$ cat config.mk
export PLATFORM = sky130hd
export DESIGN_NAME = mc_control_fsm
export DESIGN_NICKNAME = d
export VERILOG_FILES = /design/src/rtl/mips_ctrl_pkg.sv /design/src/rtl/mc_control_fsm.sv
export SDC_FILE = /design/constraint.sdc
export NUM_CORES = 1
export LEC_CHECK = 0
export BUFFER_PORTS_ARGS = -buffer_cell sky130_fd_sc_hd__buf_2
export CELL_PAD_IN_SITES_DETAIL_PLACEMENT = 1
export CELL_PAD_IN_SITES_GLOBAL_PLACEMENT = 1
export CORE_MARGIN = 1
export CORE_UTILIZATION = 29
export DETAILED_ROUTE_END_ITERATION = 8
export GPL_ROUTABILITY_DRIVEN = 1
export PLACE_DENSITY_LB_ADDON = 0.1
export SYNTH_ARGS = -nofsm -noshare
export SYNTH_HDL_FRONTEND = slang
export SYNTH_SLANG_ARGS = --single-unit
$ cat constraint.sdc
create_clock -name clk -period 1.8 [get_ports clk]
set_clock_uncertainty 0.2 [all_clocks]
set_input_delay 0.09 -clock clk [delete_from_list [all_inputs] [get_ports clk]]
set_output_delay 0.09 -clock clk [all_outputs]
set_load 0.01 [all_outputs]
$ cat src/rtl/mips_ctrl_pkg.sv
// rtl/mips_ctrl_pkg.sv - opcode, alu_op, mux-select and state encodings for the multicycle MIPS control unit
package mips_ctrl_pkg;

    localparam logic [5:0] OP_RTYPE = 6'b000000;
    localparam logic [5:0] OP_LW    = 6'b100011;
    localparam logic [5:0] OP_SW    = 6'b101011;
    localparam logic [5:0] OP_ADDI  = 6'b001000;
    localparam logic [5:0] OP_BEQ   = 6'b000100;
    localparam logic [5:0] OP_BNE   = 6'b000101;
    localparam logic [5:0] OP_BGT   = 6'b000111;
    localparam logic [5:0] OP_BLT   = 6'b000110;
    localparam logic [5:0] OP_J     = 6'b000010;

    localparam logic [2:0] ALU_OP_ADD   = 3'b000;
    localparam logic [2:0] ALU_OP_SUB   = 3'b001;
    localparam logic [2:0] ALU_OP_BNE   = 3'b011;
    localparam logic [2:0] ALU_OP_BGT   = 3'b111;
    localparam logic [2:0] ALU_OP_BLT   = 3'b101;
    localparam logic [2:0] ALU_OP_RTYPE = 3'b010;

    localparam logic [1:0] SRC_B_REG     = 2'b00;
    localparam logic [1:0] SRC_B_FOUR    = 2'b01;
    localparam logic [1:0] SRC_B_IMM     = 2'b10;
    localparam logic [1:0] SRC_B_IMM_SL2 = 2'b11;

    localparam logic [1:0] PC_SRC_ALU    = 2'b00;
    localparam logic [1:0] PC_SRC_ALUOUT = 2'b01;
    localparam logic [1:0] PC_SRC_JUMP   = 2'b10;

    typedef enum logic [3:0] {
        S_FETCH     = 4'd0,
        S_DECODE    = 4'd1,
        S_MEM_ADDR  = 4'd2,
        S_MEM_READ  = 4'd3,
        S_MEM_WB    = 4'd4,
        S_MEM_WRITE = 4'd5,
        S_EXECUTE   = 4'd6,
        S_ALU_WB    = 4'd7,
        S_BRANCH    = 4'd8,
        S_JUMP      = 4'd9,
        S_ADDI_EX   = 4'd10,
        S_ADDI_WB   = 4'd11,
        S_HALT      = 4'd12
    } state_t;

    // Compare flavour handed to the ALU control stage for each branch opcode
    function automatic logic [2:0] branch_alu_op(input logic [5:0] op);
        case (op)
            OP_BNE:  return ALU_OP_BNE;
            OP_BGT:  return ALU_OP_BGT;
            OP_BLT:  return ALU_OP_BLT;
            default: return ALU_OP_SUB;
        endcase
    endfunction

endpackage

$ cat src/rtl/mc_control_fsm.sv
// rtl/mc_control_fsm.sv - multicycle MIPS main control FSM; ILLEGAL_TRAP_EN makes unknown opcodes halt
module mc_control_fsm
    import mips_ctrl_pkg::*;
(
    input  logic       clk,
    input  logic       rst_n,
    input  logic [5:0] opcode,
    input  logic       mem_ready,
    output logic       pc_write,
    output logic       pc_write_cond,
    output logic       iord,
    output logic       mem_read,
    output logic       mem_write,
    output logic       ir_write,
    output logic       mem_to_reg,
    output logic       reg_dst,
    output logic       reg_write,
    output logic       alu_src_a,
    output logic [1:0] alu_src_b,
    output logic [2:0] alu_op,
    output logic [1:0] pc_source,
    output logic       illegal_op,
    output logic [3:0] state
);

    state_t state_q, state_d;
    logic   illegal_q, illegal_d;

    // State and sticky illegal flag; async reset so outputs fall back to FETCH decode at once
    always_ff @(posedge clk or negedge rst_n) begin
        if (!rst_n) begin
            state_q   <= S_FETCH;
            illegal_q <= 1'b0;
        end else begin
            state_q   <= state_d;
            illegal_q <= illegal_d;
        end
    end

    // Outputs decode from the current state only (FETCH also qualifies its loads by mem_ready)
    always_comb begin
        state_d       = state_q;
        illegal_d     = illegal_q;
        pc_write      = 1'b0;
        pc_write_cond = 1'b0;
        iord          = 1'b0;
        mem_read      = 1'b0;
        mem_write     = 1'b0;
        ir_write      = 1'b0;
        mem_to_reg    = 1'b0;
        reg_dst       = 1'b0;
        reg_write     = 1'b0;
        alu_src_a     = 1'b0;
        alu_src_b     = SRC_B_REG;
        alu_op        = ALU_OP_ADD;
        pc_source     = PC_SRC_ALU;
        case (state_q)
            S_FETCH: begin
                mem_read  = 1'b1;
                alu_src_b = SRC_B_FOUR;
                if (mem_ready) begin
                    ir_write = 1'b1;
                    pc_write = 1'b1;
                    state_d  = S_DECODE;
                end
            end
            S_DECODE: begin
                alu_src_b = SRC_B_IMM_SL2;
                case (opcode)
                    OP_LW, OP_SW:                     state_d = S_MEM_ADDR;
                    OP_RTYPE:                         state_d = S_EXECUTE;
                    OP_ADDI:                          state_d = S_ADDI_EX;
                    OP_BEQ, OP_BNE, OP_BGT, OP_BLT:   state_d = S_BRANCH;
                    OP_J:                             state_d = S_JUMP;
                    default: begin
                        illegal_d = 1'b1;
`ifdef ILLEGAL_TRAP_EN
                        state_d   = S_HALT;
`else
                        state_d   = S_FETCH;
`endif
                    end
                endcase
            end
            S_MEM_ADDR: begin
                alu_src_a = 1'b1;
                alu_src_b = SRC_B_IMM;
                state_d   = (opcode == OP_SW) ? S_MEM_WRITE : S_MEM_READ;
            end
            S_MEM_READ: begin
                mem_read = 1'b1;
                iord     = 1'b1;
                if (mem_ready) state_d = S_MEM_WB;
            end
            S_MEM_WB: begin
                reg_write  = 1'b1;
                mem_to_reg = 1'b1;
                state_d    = S_FETCH;
            end
            S_MEM_WRITE: begin
                mem_write = 1'b1;
                iord      = 1'b1;
                if (mem_ready) state_d = S_FETCH;
            end
            S_EXECUTE: begin
                alu_src_a = 1'b1;
                alu_op    = ALU_OP_RTYPE;
                state_d   = S_ALU_WB;
            end
            S_ALU_WB: begin
                reg_write = 1'b1;
                reg_dst   = 1'b1;
                state_d   = S_FETCH;
            end
            S_ADDI_EX: begin
                alu_src_a = 1'b1;
                alu_src_b = SRC_B_IMM;
                state_d   = S_ADDI_WB;
            end
            S_ADDI_WB: begin
                reg_write = 1'b1;
                state_d   = S_FETCH;
            end
            S_BRANCH: begin
                alu_src_a     = 1'b1;
                pc_write_cond = 1'b1;
                pc_source     = PC_SRC_ALUOUT;
                alu_op        = branch_alu_op(opcode);
                state_d       = S_FETCH;
            end
            S_JUMP: begin
                pc_write  = 1'b1;
                pc_source = PC_SRC_JUMP;
                state_d   = S_FETCH;
            end
            S_HALT: begin
                state_d = S_HALT;
            end
            default: begin
                state_d = S_FETCH;
            end
        endcase
    end

    assign illegal_op = illegal_q;
    assign state      = state_q;

endmodule

---- Word-level counts from Yosys, hierarchy flattened ----
Index checks and enable logic that the tools add are counted.
word-level totals
  register bits after elaboration ......... 5
  latch bits .............................. 0
  bits in writable memories ............... 0
  memory bits (read-only) ................. 0
  output and inout port bits .............. 22
  memories ................................ 0
  input port bits ......................... 9
  word-level logic and storage cells ...... 59
cells by class
  $add $sub $neg .......................... 0
  multiplexer cells ....................... 21
  multiply operators ...................... 0
  $lt $le $gt $ge ......................... 0
  equality and inequality tests ........... 23
  shifts and indexed selects .............. 0
  div/mod/pow operators ................... 0
  bitwise gates (word level) .............. 1
  reduce and logical (&&, ||, !) cells .... 12
operators with widths
  cell                                                              count
  4-bit one-hot mux with 8 select lines                             1
  6-bit by 3-bit == test with 1-bit output (second input constant)  4
  4-bit == test (second input constant)                             5
  4-bit one-hot mux with 5 select lines                             1
  4-bit by 3-bit == test with 1-bit output (second input constant)  4
  6-bit == test (second input constant)                             2
  4-bit 2-to-1 mux                                                  3
  1-bit 2-to-1 mux                                                  10
  3-bit one-hot mux with 3 select lines                             1
  9-bit OR reduction                                                1
  4-bit by 2-bit == test with 1-bit output (second input constant)  2
  2-bit OR reduction                                                4
  4-bit OR reduction                                                2
  6-bit by 2-bit == test with 1-bit output (second input constant)  1
  6-bit by 4-bit == test with 1-bit output (second input constant)  1
  6-bit logical NOT                                                 1
  2-bit inequality test (second input constant)                     3
  2-bit one-hot mux with 3 select lines                             1
  3-bit one-hot mux with 2 select lines                             1
  4-bit by 1-bit == test with 1-bit output (second input constant)  1
  4-bit logical NOT                                                 1
  2-bit one-hot mux with 2 select lines                             1
  3-bit 2-to-1 mux                                                  1
  3-bit AND reduction                                               1
  4 further kinds                                                   4

---- Logic depth before layout (Yosys ltp) ----
  depth after elaboration ................. 4
  depth in mapped cells ................... 5
  gate-level depth less buffers ........... 4

---- Worst setup path before layout ----
Ideal clock, no wire load.
  path kind ............................... reg-to-output
  from .................................... reg state_q[2] (netlist: state[2])
  to ...................................... out alu_op[1]
  required time ........................... 1.510 ns
  cell stages (with the launch flop) ...... 6
  slack ................................... 0.072 ns
  data arrival time ....................... 1.438 ns
  cell sequence ........................... dfrtp_1 -> buf_4 -> nand2b_1 -> nor3_2 -> nand3_1 -> o22ai_1
on the way
  cells in the longest elaborated chain, start to end .. 2
ends and longest elaborated chain
  what                                                                              RTL line              source
  start: declaration                                                                mc_control_fsm.sv:26  state_t state_q, state_d;
  start signal: assignment                                                          mc_control_fsm.sv:35  state_q <= state_d;
  4-bit == test / 4-bit by 3-bit == test with 1-bit output (equally long branches)  mc_control_fsm.sv:57  case (state_q)
  3-bit one-hot mux with 2 select lines *                                           mc_control_fsm.sv:57
  end: declaration                                                                  mc_control_fsm.sv:20  output logic [2:0] alu_op,
Every way passes the cells marked *; elsewhere a longest branch is shown, timed or not.

---- Final worst setup path ----
Ends and elaborated chain as after synthesis.

==> impl_results.md <==
* Initial antenna violation count at 0
* Simple-gate share of the synthesized area at 47.5%
* Total number of vias at 732
* 1st-pass router iterations at 4
* Worst skew pair latency at 0.25 ns
* H-tree levels at 1
* Post-synth cell types at 34
* Worst vdd ir at 601 µV
* WP data arrival at 1.46 ns
* Die area at 2230 µm²
* I/O Pins at 31
* CTS tree: built
* Iteration-0 DRC count of the detailed router at 13
* Finished Cell Area at 895 µm²
* Worst-Margin Slew at 0.377 ns
* Largest cells by area after synthesis: dfrtp_1, nand2b_1, nor2_1, nor3_1, buf_4
* Synth Area in XOR/XNOR at 1.48%
* Average wire per standard cell at 13.2 µm
* Synth Area in Adders at 0%
* Chip width at 47.2 µm
* Placer Congestion at 0.873
* PwrDens at 1110 nW/µm²
* Finished Core Util at 49.1%
* Post-DP HPWL at 1520 µm
* Type of the worst min-delay path: in2reg
* Rows at 15
* Fin. Hold Viols at 0
* Remaining DRCs at 0
* Starting density of the core at 32.6%
* DP Area at 774 µm²
* Max_slew headroom at 74.7%
* Startpoint types: flip-flop
* Largest net degree at the start of global routing at 15
* Top_reg_cell synth: dfrtp_1
* CP endpoint kind: output port
* Multi-input gate area at 454 µm²
* Drt via density at 5.01
* Multiplexer share of the synthesized area at 1.69%
* Minimum clock period at 1.75 ns
* Largest family of logic cells by synthesized area: simple AND/OR/NAND/NOR gates
* Total GRT Usage at 20.6%
* Detail Route Antenna Nets at 0
* I/O Buffers at 30
* Ys async rst share at 100%
* Clock-pin transition on the worst setup and hold timing paths at 0.04 ns
* Synthesized area per cell at 7.23 µm²
* Die H at 47.2 µm
* Fmax achieved at 573 MHz
* Area Growth Syn to Fin at 50.8%
* Worst Path Max Fanout at 5
* Register area share after synthesis at 21.1%
* Register area at 130 µm²
* First-pass GRT wire length at 3160 µm
* Run status: complete, no violations
* Post-synth EDFFs at 0
* Max cap viols at 0
* Crit share post-route at 97.0%
* Largest area contributor in the netlist: dfrtp_1
* Cells after synthesis at 82
* Clock Path Buffers at 2
* Filler cell count at 252
* Clock sinks at 5
* RSZ-0062 raised after global routing: yes
* Area fraction in compound gates after synthesis at 19.4%
* Share of the synthesized area in the top cell type at 21.1%
* N_diodes at 0
* FF+latch count, synth at 5
* Core Area at 1820 µm²
* Root buf cell: clkbuf_4
* Number of global-route vias before repair at 678
* Share of cells above drive strength 1 at 46.3%
* Final wirelength at 1920 µm
* Warnings from Yosys at 0
* GRT overflow at 0
* Num CTS Buffers at 3
* Post-Syn Area at 593 µm²
* Leak pwr at 0.000410 µW
* WS Path Type: reg2out
* Count of final max-slew check failures at 0
* Worst EP required at 1.51 ns
* Net Count, Synth at 91
* Fin nets at 131
* Final setup fails at 0
cell usage after synthesis, types with 2 or more instances:
cell type / instances
nand2b_1: 6
nor2b_1: 3
o22ai_1: 2
a21oi_1: 3
nand2_1: 6
dfrtp_1: 5
nor4_1: 2
nor3_1: 5
buf_2: 3
a31oi_1: 2
inv_1: 4
nor2_1: 9
nand4_1: 2
or2_2: 2
nand3_1: 4
buf_4: 3
o21ai_0: 4
stage by stage:
step                worst slack (ns)  TNS (ns)  hold WS [ns]  total power, µW  instances
CTS                          -0.0305   -0.0305       0.00548              981        144
global route                 -0.0212   -0.0291        0.0368             1100        146
floorplan                     0.0716         0        -0.406              577         82
finish                        0.0544         0        0.0126              991        146
detailed placement             0.177         0        -0.291              812        136
global placement               0.158         0        -0.293              803        136
registers in the layout, indices dropped and copies added (netlist names):
name / cells
state: 4
illegal_op: 1
worst paths after layout:
check	from	end	slack, ns	cells after the start
worst max-delay path	state[2]$_DFFE_PN0P_	alu_op[1]	0.05	5
worst min-delay path	opcode[5]	state[3]$_DFFE_PN0P_	0.01	4
worst max register to register	state[3]$_DFFE_PN0P_	state[1]$_DFFE_PN0P_	0.16	4
worst min register to register	illegal_op$_DFFE_PN0P_	illegal_op$_DFFE_PN0P_	0.29	1
max in group asynchronous	rst_n	state[3]$_DFFE_PN0P_	0.63	3
min in group asynchronous	rst_n	state[2]$_DFFE_PN0P_	0.56	3
layout by cell type, fill, tap and decap left out, types with 2 or more instances in the layout:
cell type	count
buf_2	30
nor2_1	9
buf_4	9
nand2_1	6
nor3_1	5
nand2b_1	5
inv_1	4
o21ai_0	4
dfrtp_2	4
a21oi_1	3
nand3_1	3
clkbuf_4	3
o22ai_1	2
or2_2	2
nand4_1	2
nor4_1	2
a31oi_1	2
nor2b_1	2
dlygate4sd3_1	2
cell type report:
class / count / share of cell area (%)
flip-flops and latches: 5 / 14.5
inverters: 4 / 1.68
well taps: 25 / 3.50
multi-input cells: 67 / 50.8
clock buffers: 4 / 2.94
repair buffers: 41 / 26.6
critical path, stage by stage, from the launching register on:
cell and delay (ns):
dfrtp_2 0.45, nand2b_4 0.17, nor3_4 0.20, nand3_2 0.09
o22ai_1 0.15, buf_2 0.15
kinds of logic after synthesis:
family	after synthesis
flops	5
compound gates	17
xor+xnor	1
mux	1
buf+inv	10
simple gates	48
routing by layer:
metal / vias to the layer above / track usage [%] / routed length [µm]
li1: 372 / - / -
met1: 331 / 28.3 / 922
met2: 24 / 31.8 / 890
met3: 5 / 2.31 / 68
met4: 0 / 10.3 / 40
met5: - / 0 / 0
repair_timing:
| action | 4_1_cts | 5_1_grt |
|---|---|---|
| hold buffers | 2 | 0 |
| endpoints found under the setup margin | 4 | 6 |
| buffers inserted | 2 | 2 |
| pin swaps | 1 | 2 |
| endpoints found under the hold margin | 5 | 0 |
| gates cloned | 0 | 0 |
| gates resized for setup | 5 | 6 |
report_power, final:
part,switching (µW),internal [µW],total (µW)
Sequential,87.6,144,232
Clock,48.9,84.0,133
Combinational,329,297,626
Total,466,525,991
Power figures use the tool's default switching activity.
